==> config.mk <==
export PLATFORM = sky130hd
export DESIGN_NAME = gpio_scan_ctrl
export DESIGN_NICKNAME = d
export VERILOG_FILES = /design/src/rtl/gpio_scan_ctrl.sv
export SDC_FILE = /design/constraint.sdc
export NUM_CORES = 1
export LEC_CHECK = 0
export CAP_MARGIN = 30
export CORE_MARGIN = 4
export CORE_UTILIZATION = 42
export CTS_BUF_LIST = sky130_fd_sc_hd__clkbuf_4 sky130_fd_sc_hd__clkbuf_8
export DETAILED_ROUTE_END_ITERATION = 8
export PLACE_DENSITY_LB_ADDON = 0.05
export SLEW_MARGIN = 20
export SYNTH_ARGS = -nofsm -noshare
export SYNTH_HDL_FRONTEND = slang
export SYNTH_SLANG_ARGS = --single-unit
==> constraint.sdc <==
create_clock -name clock_50 -period 2.8 [get_ports clock_50]
set_input_delay 0.84 -clock clock_50 [delete_from_list [all_inputs] [get_ports clock_50]]
set_output_delay 0.84 -clock clock_50 [all_outputs]
set_load 0.02 [all_outputs]
==> src/rtl/gpio_scan_ctrl.sv <==
// Multiplexed row/digit scanner for the GPIO board, with time-shared LED/switch pins
// and a frame-rate switch debouncer. All outputs are registered (one cycle of latency).
module gpio_scan_ctrl #(
    parameter int NUM_ROWS     = 8,
    parameter int COL_W        = 16,
    parameter int SEG_W        = 8,
    parameter int IO_W         = 32,
    parameter int DWELL_CYCLES = 16384,
    parameter int BLANK_CYCLES = 2048,
    parameter int TRI_CYCLES   = 32,
    parameter int DEBOUNCE     = 3,
    parameter int COL_REVERSE  = 1,
    parameter int IO_REVERSE   = 1
) (
    input  logic                      clock_50,
    input  logic                      reset,
    input  logic                      enable,
    input  logic [NUM_ROWS*COL_W-1:0] row_data,
    input  logic [NUM_ROWS*SEG_W-1:0] hex_data,
    input  logic [IO_W-1:0]           led_data,
    input  logic [IO_W-1:0]           gpio_in,
    output logic [NUM_ROWS-1:0]       row_out,
    output logic [COL_W-1:0]          col_out,
    output logic [SEG_W-1:0]          seg_out,
    output logic [IO_W-1:0]           led_out,
    output logic                      led_oe,
    output logic [IO_W-1:0]           sw_out,
    output logic                      sw_valid,
    output logic                      sw_changed,
    output logic                      frame_tick
);

    localparam int RW = $clog2(NUM_ROWS);
    localparam int DW = $clog2(DWELL_CYCLES);
    localparam int SW = $clog2(DEBOUNCE) + 1;

    localparam logic [DW-1:0] DWELL_LAST  = DW'(DWELL_CYCLES - 1);
    localparam logic [DW-1:0] BLANK_END   = DW'(BLANK_CYCLES);
    localparam logic [DW-1:0] BLANK_START = DW'(DWELL_CYCLES - BLANK_CYCLES);
    localparam logic [DW-1:0] TRI_END     = DW'(TRI_CYCLES);
    localparam logic [DW-1:0] SAMPLE_PT   = DW'(TRI_CYCLES / 2);
    localparam logic [RW-1:0] ROW_LAST    = RW'(NUM_ROWS - 1);
    localparam logic [SW-1:0] STABLE_MAX  = SW'(DEBOUNCE - 1);

    logic [DW-1:0]       dwell_cnt;
    logic [RW-1:0]       row_idx;
    logic [IO_W-1:0]     last_sample;
    logic [SW-1:0]       stable_cnt;

    logic                dwell_wrap;
    logic                row_wrap;
    logic                blank;
    logic                tri_win;
    logic                sample_hit;
    logic [NUM_ROWS-1:0] row_onehot;
    logic [COL_W-1:0]    col_slice;
    logic [COL_W-1:0]    col_next;
    logic [SEG_W-1:0]    seg_next;
    logic [IO_W-1:0]     led_next;
    logic [IO_W-1:0]     gpio_next;
    logic [IO_W-1:0]     last_next;
    logic [SW-1:0]       stable_next;
    logic                commit;

    always_comb begin
        dwell_wrap = (dwell_cnt == DWELL_LAST);
        row_wrap   = (row_idx == ROW_LAST);
        blank      = (dwell_cnt < BLANK_END) ||
                     ((BLANK_CYCLES != 0) && (dwell_cnt >= BLANK_START));
        tri_win    = enable && (row_idx == '0) && (dwell_cnt < TRI_END);
        sample_hit = enable && (row_idx == '0) && (dwell_cnt == SAMPLE_PT);

        row_onehot          = '0;
        row_onehot[row_idx] = 1'b1;
        col_slice           = row_data[row_idx*COL_W +: COL_W];
        seg_next            = hex_data[row_idx*SEG_W +: SEG_W];

        for (int c = 0; c < COL_W; c++)
            col_next[c] = (COL_REVERSE != 0) ? col_slice[COL_W-1-c] : col_slice[c];
        for (int i = 0; i < IO_W; i++) begin
            led_next[i]  = (IO_REVERSE != 0) ? led_data[IO_W-1-i] : led_data[i];
            gpio_next[i] = (IO_REVERSE != 0) ? gpio_in[IO_W-1-i]  : gpio_in[i];
        end

        // A differing sample restarts the stability run; a match extends it, saturating.
        if (gpio_next == last_sample) begin
            last_next   = last_sample;
            stable_next = (stable_cnt == STABLE_MAX) ? stable_cnt : stable_cnt + SW'(1);
        end else begin
            last_next   = gpio_next;
            stable_next = '0;
        end
        commit = sample_hit && (stable_next == STABLE_MAX) &&
                 ((last_next != sw_out) || !sw_valid);
    end

    // led_oe resets low so the pins stay released while switches may be driving them.
    always_ff @(posedge clock_50) begin
        if (reset) begin
            dwell_cnt   <= '0;
            row_idx     <= '0;
            last_sample <= '0;
            stable_cnt  <= '0;
            row_out     <= '0;
            col_out     <= '0;
            seg_out     <= '0;
            led_out     <= '0;
            led_oe      <= 1'b0;
            sw_out      <= '0;
            sw_valid    <= 1'b0;
            sw_changed  <= 1'b0;
            frame_tick  <= 1'b0;
        end else begin
            if (enable) begin
                dwell_cnt <= dwell_wrap ? '0 : dwell_cnt + DW'(1);
                if (dwell_wrap)
                    row_idx <= row_wrap ? '0 : row_idx + RW'(1);
            end
            frame_tick <= enable && dwell_wrap && row_wrap;
            row_out    <= (enable && !blank) ? row_onehot : '0;
            col_out    <= col_next;
            seg_out    <= seg_next;
            led_oe     <= !tri_win;
            led_out    <= tri_win ? '0 : led_next;
            if (sample_hit) begin
                last_sample <= last_next;
                stable_cnt  <= stable_next;
            end
            sw_changed <= commit;
            if (commit) begin
                sw_out   <= last_next;
                sw_valid <= 1'b1;
            end
        end
    end

endmodule
==> metrics.cfg <==
[floorplan]
start_util_pct=43.3
io_pins=359
core_area_um2=16700
die_y_um=139
die_x_um=139
num_rows=47
dieArea_um2=19400

[setup_path]
critPathArrivalTime_ns=3.02
end_kind=flop
reg2reg_slack_ns=0.42
crit_fanout=17
startpoint=gpio_in[21]
required_ns=3.19
cp-start-kind=input pin
worstReg2RegEnd=sw_out[18]
critPathKind=in2reg
worstReg2RegStart=stable_cnt[0]
timing.reg2reg.worst_path_depth=9

[sta]
relSlewSlack_pct=52.1
fin_skew_ns=0.0202
rsz0062_at_grt=false
worst_slew_pin_slew_ns=0.718
finalCriticalPeriod_ns=2.63
drv_slew=0
fin_hold_ws_ns=0.464
period_share_pct=94.0
fin_setup_tns_ns=0
max_freq_ghz=0.380
setup_viol=0
hold_viol=0

[worst_hold_path]
min_to=last_sample[26]
hold_start=last_sample[26]
whs_path_depth=2
hold_class=reg2reg

[global_route]
use_met2_pct=45.8
antenna_found_initial=4
grt_pass1_wl_um=40000
grt_use_total_pct=27.1
busiest_layer=met2
overflow=0
grt_pass1_vias=6985
use_met1_pct=31.4
grt_max_degree=59
use_met3_pct=8.10

[cts]
clock_latency_ns=0.46
h-tree-depth=4
cts_made_buffers=17
clock-root-buffer=clkbuf_8
cts_tree=built
cts.hold.buffers_added=0
cts_resized=0
cts_setup_buffers=0
cts_sinks=152
clkTransAtPathRegs_ns=0.09
clock_path_buffers=2

[final_layout]
finalNetCount=1417
area_growth_pct=62.6
multi_input_area_um2=3950
stdcell_count=1385
fillers=1338
regArea_um2=3050
drive_gt1_share_pct=12.6
final_area_um2=11700

[power]
powerDensity_nw_per_um2=392
ir_worst_vdd_mv=0.296
total_power_uw=4600
p_leak_uw=0.00433

[place]
place_area_um2=11300
place_congestion=0.903
io_buffers=358
dp_cells=1351
dpl.hpwl_um=21800

[drt]
wl_per_cell_um=19.6
ant_nets=0
drt-total-wl_um=27100
dr_total_vias=7130
drc=0
viasPerCell=5.15
drt-pass1-iter-count=5
drt-initial-drc-count=474

[yosys]
synth_area_per_cell_um2=9.38
yosys_register_bits=152
synth_warnings=0
ys_seq_area_share_pct=42.1
synth_cells=770
synthMostInstantiatedCell=dfxtp_1
synth.area.top_cells=dfxtp_1 42%, mux4_2 15%, xor2_1 8.1%
syn_nets=1036
synth_top_area_share_pct=42.1
synthFlopType=dfxtp_1
synth-edff-count=0
synth.distinct_cells=37
yosys-top-cells-count=152 x dfxtp_1, 127 x nand2_1, 94 x a21oi_1, 67 x xor2_1, 48 x mux4_2
async_flop_share_pct=0
yosysTopAreaCell=dfxtp_1
netlist_area_um2=7230

[job]
cap_violations=0

[run_status]
status=finished clean

[kinds of logic (layout without fill, tap and decap cells)]
group	count (synthesis)	in the layout	share of synthesized area (%)
xor+xnor	75	75	9.09
compound gates	133	133	9.42
mux	51	51	15.4
fa+ha+maj	7	7	1.21
other cells	0	1	0
flops	152	152	42.1
buf+inv	59	453	3.36
simple gates	293	293	19.4
[power by group]
group | total [uW] | switching, uW | internal (uW) | leakage (uW)
sequential | 2220 | 16.1 | 2200 | 0.00124
combinational | 753 | 257 | 496 | 0.00291
clock | 1640 | 899 | 736 | 0.000189
[routing by layer]
layer / routed length (um) / vias up
met5: 34 / -
met4: 1150 / 6
met3: 2140 / 60
met2: 13400 / 317
met1: 10300 / 3290
li1: - / 3457
[through the flow]
stage | worst slack [ns] | util, %
6_report | 0.168 | 70.3
5_1_grt | 0.0234 | 70.3
4_1_cts | 0.210 | 70.2
3_5_place_dp | -0.283 | 67.9
3_3_place_gp | -0.229 | 67.9
2_1_floorplan | 0.344 | -
[state kept, by name (all words and copies together) (netlist names)]
signal	flops
led_out	32
seg_out	8
sw_valid	1
row_idx	3
row_out	8
dwell_cnt	14
led_oe	1
col_out	16
stable_cnt	3
sw_out	32
last_sample	32
sw_changed	1
frame_tick	1
[layout make-up]
class / count / share of cell area [%]
timing repair buffer: 416 / 34.7
multi-input combinational: 559 / 33.6
sequential: 152 / 25.9
tap: 220 / 2.34
clock buffer: 18 / 2.06
clock inverter: 14 / 1.18
inverter: 5 / 0.160
antenna: 1 / 0.0213
[cell usage in the layout, fill, tap and decap left out, drive strengths merged, types with 3 or more instances in the layout]
cell type / instances
a21oi: 94
clkbuf: 18
o21ai: 36
mux2i: 3
nand2b: 3
inv: 12
nand4: 9
xnor2: 8
clkdlybuf4s50: 357
xor2: 67
dfxtp: 152
nor4: 18
nor4b: 3
clkinvlp: 3
nand2: 127
nand3: 41
nor3: 5
nor2: 33
and3: 3
mux4: 48
buf: 59
ha: 7
or3: 3
nor2b: 5
and2: 34
clkinv: 3
[worst max path at each step]
stage | to | slack, ns | cells past startpoint
2_1_floorplan | dwell_cnt[0] | 0.34 | 8
3_3_place_gp | sw_out[25] | -0.23 | 8
3_5_place_dp | sw_out[26] | -0.28 | 8
4_1_cts | sw_out[26] | 0.21 | 8
5_1_grt | sw_out[3] | 0.02 | 8
6_report | sw_out[18] | 0.17 | 10
[critical path, cell delays in order]
cell and delay [ns]:
clkdlybuf4s50_1 0.45, buf_4 0.16, xor2_1 0.14, nor4_1 0.34, buf_4 0.19, and4_1 0.19, and3_1 0.20, buf_4 0.24
nand3_1 0.10, a21oi_1 0.15
Note: power is estimated with default switching activity, not from simulation.
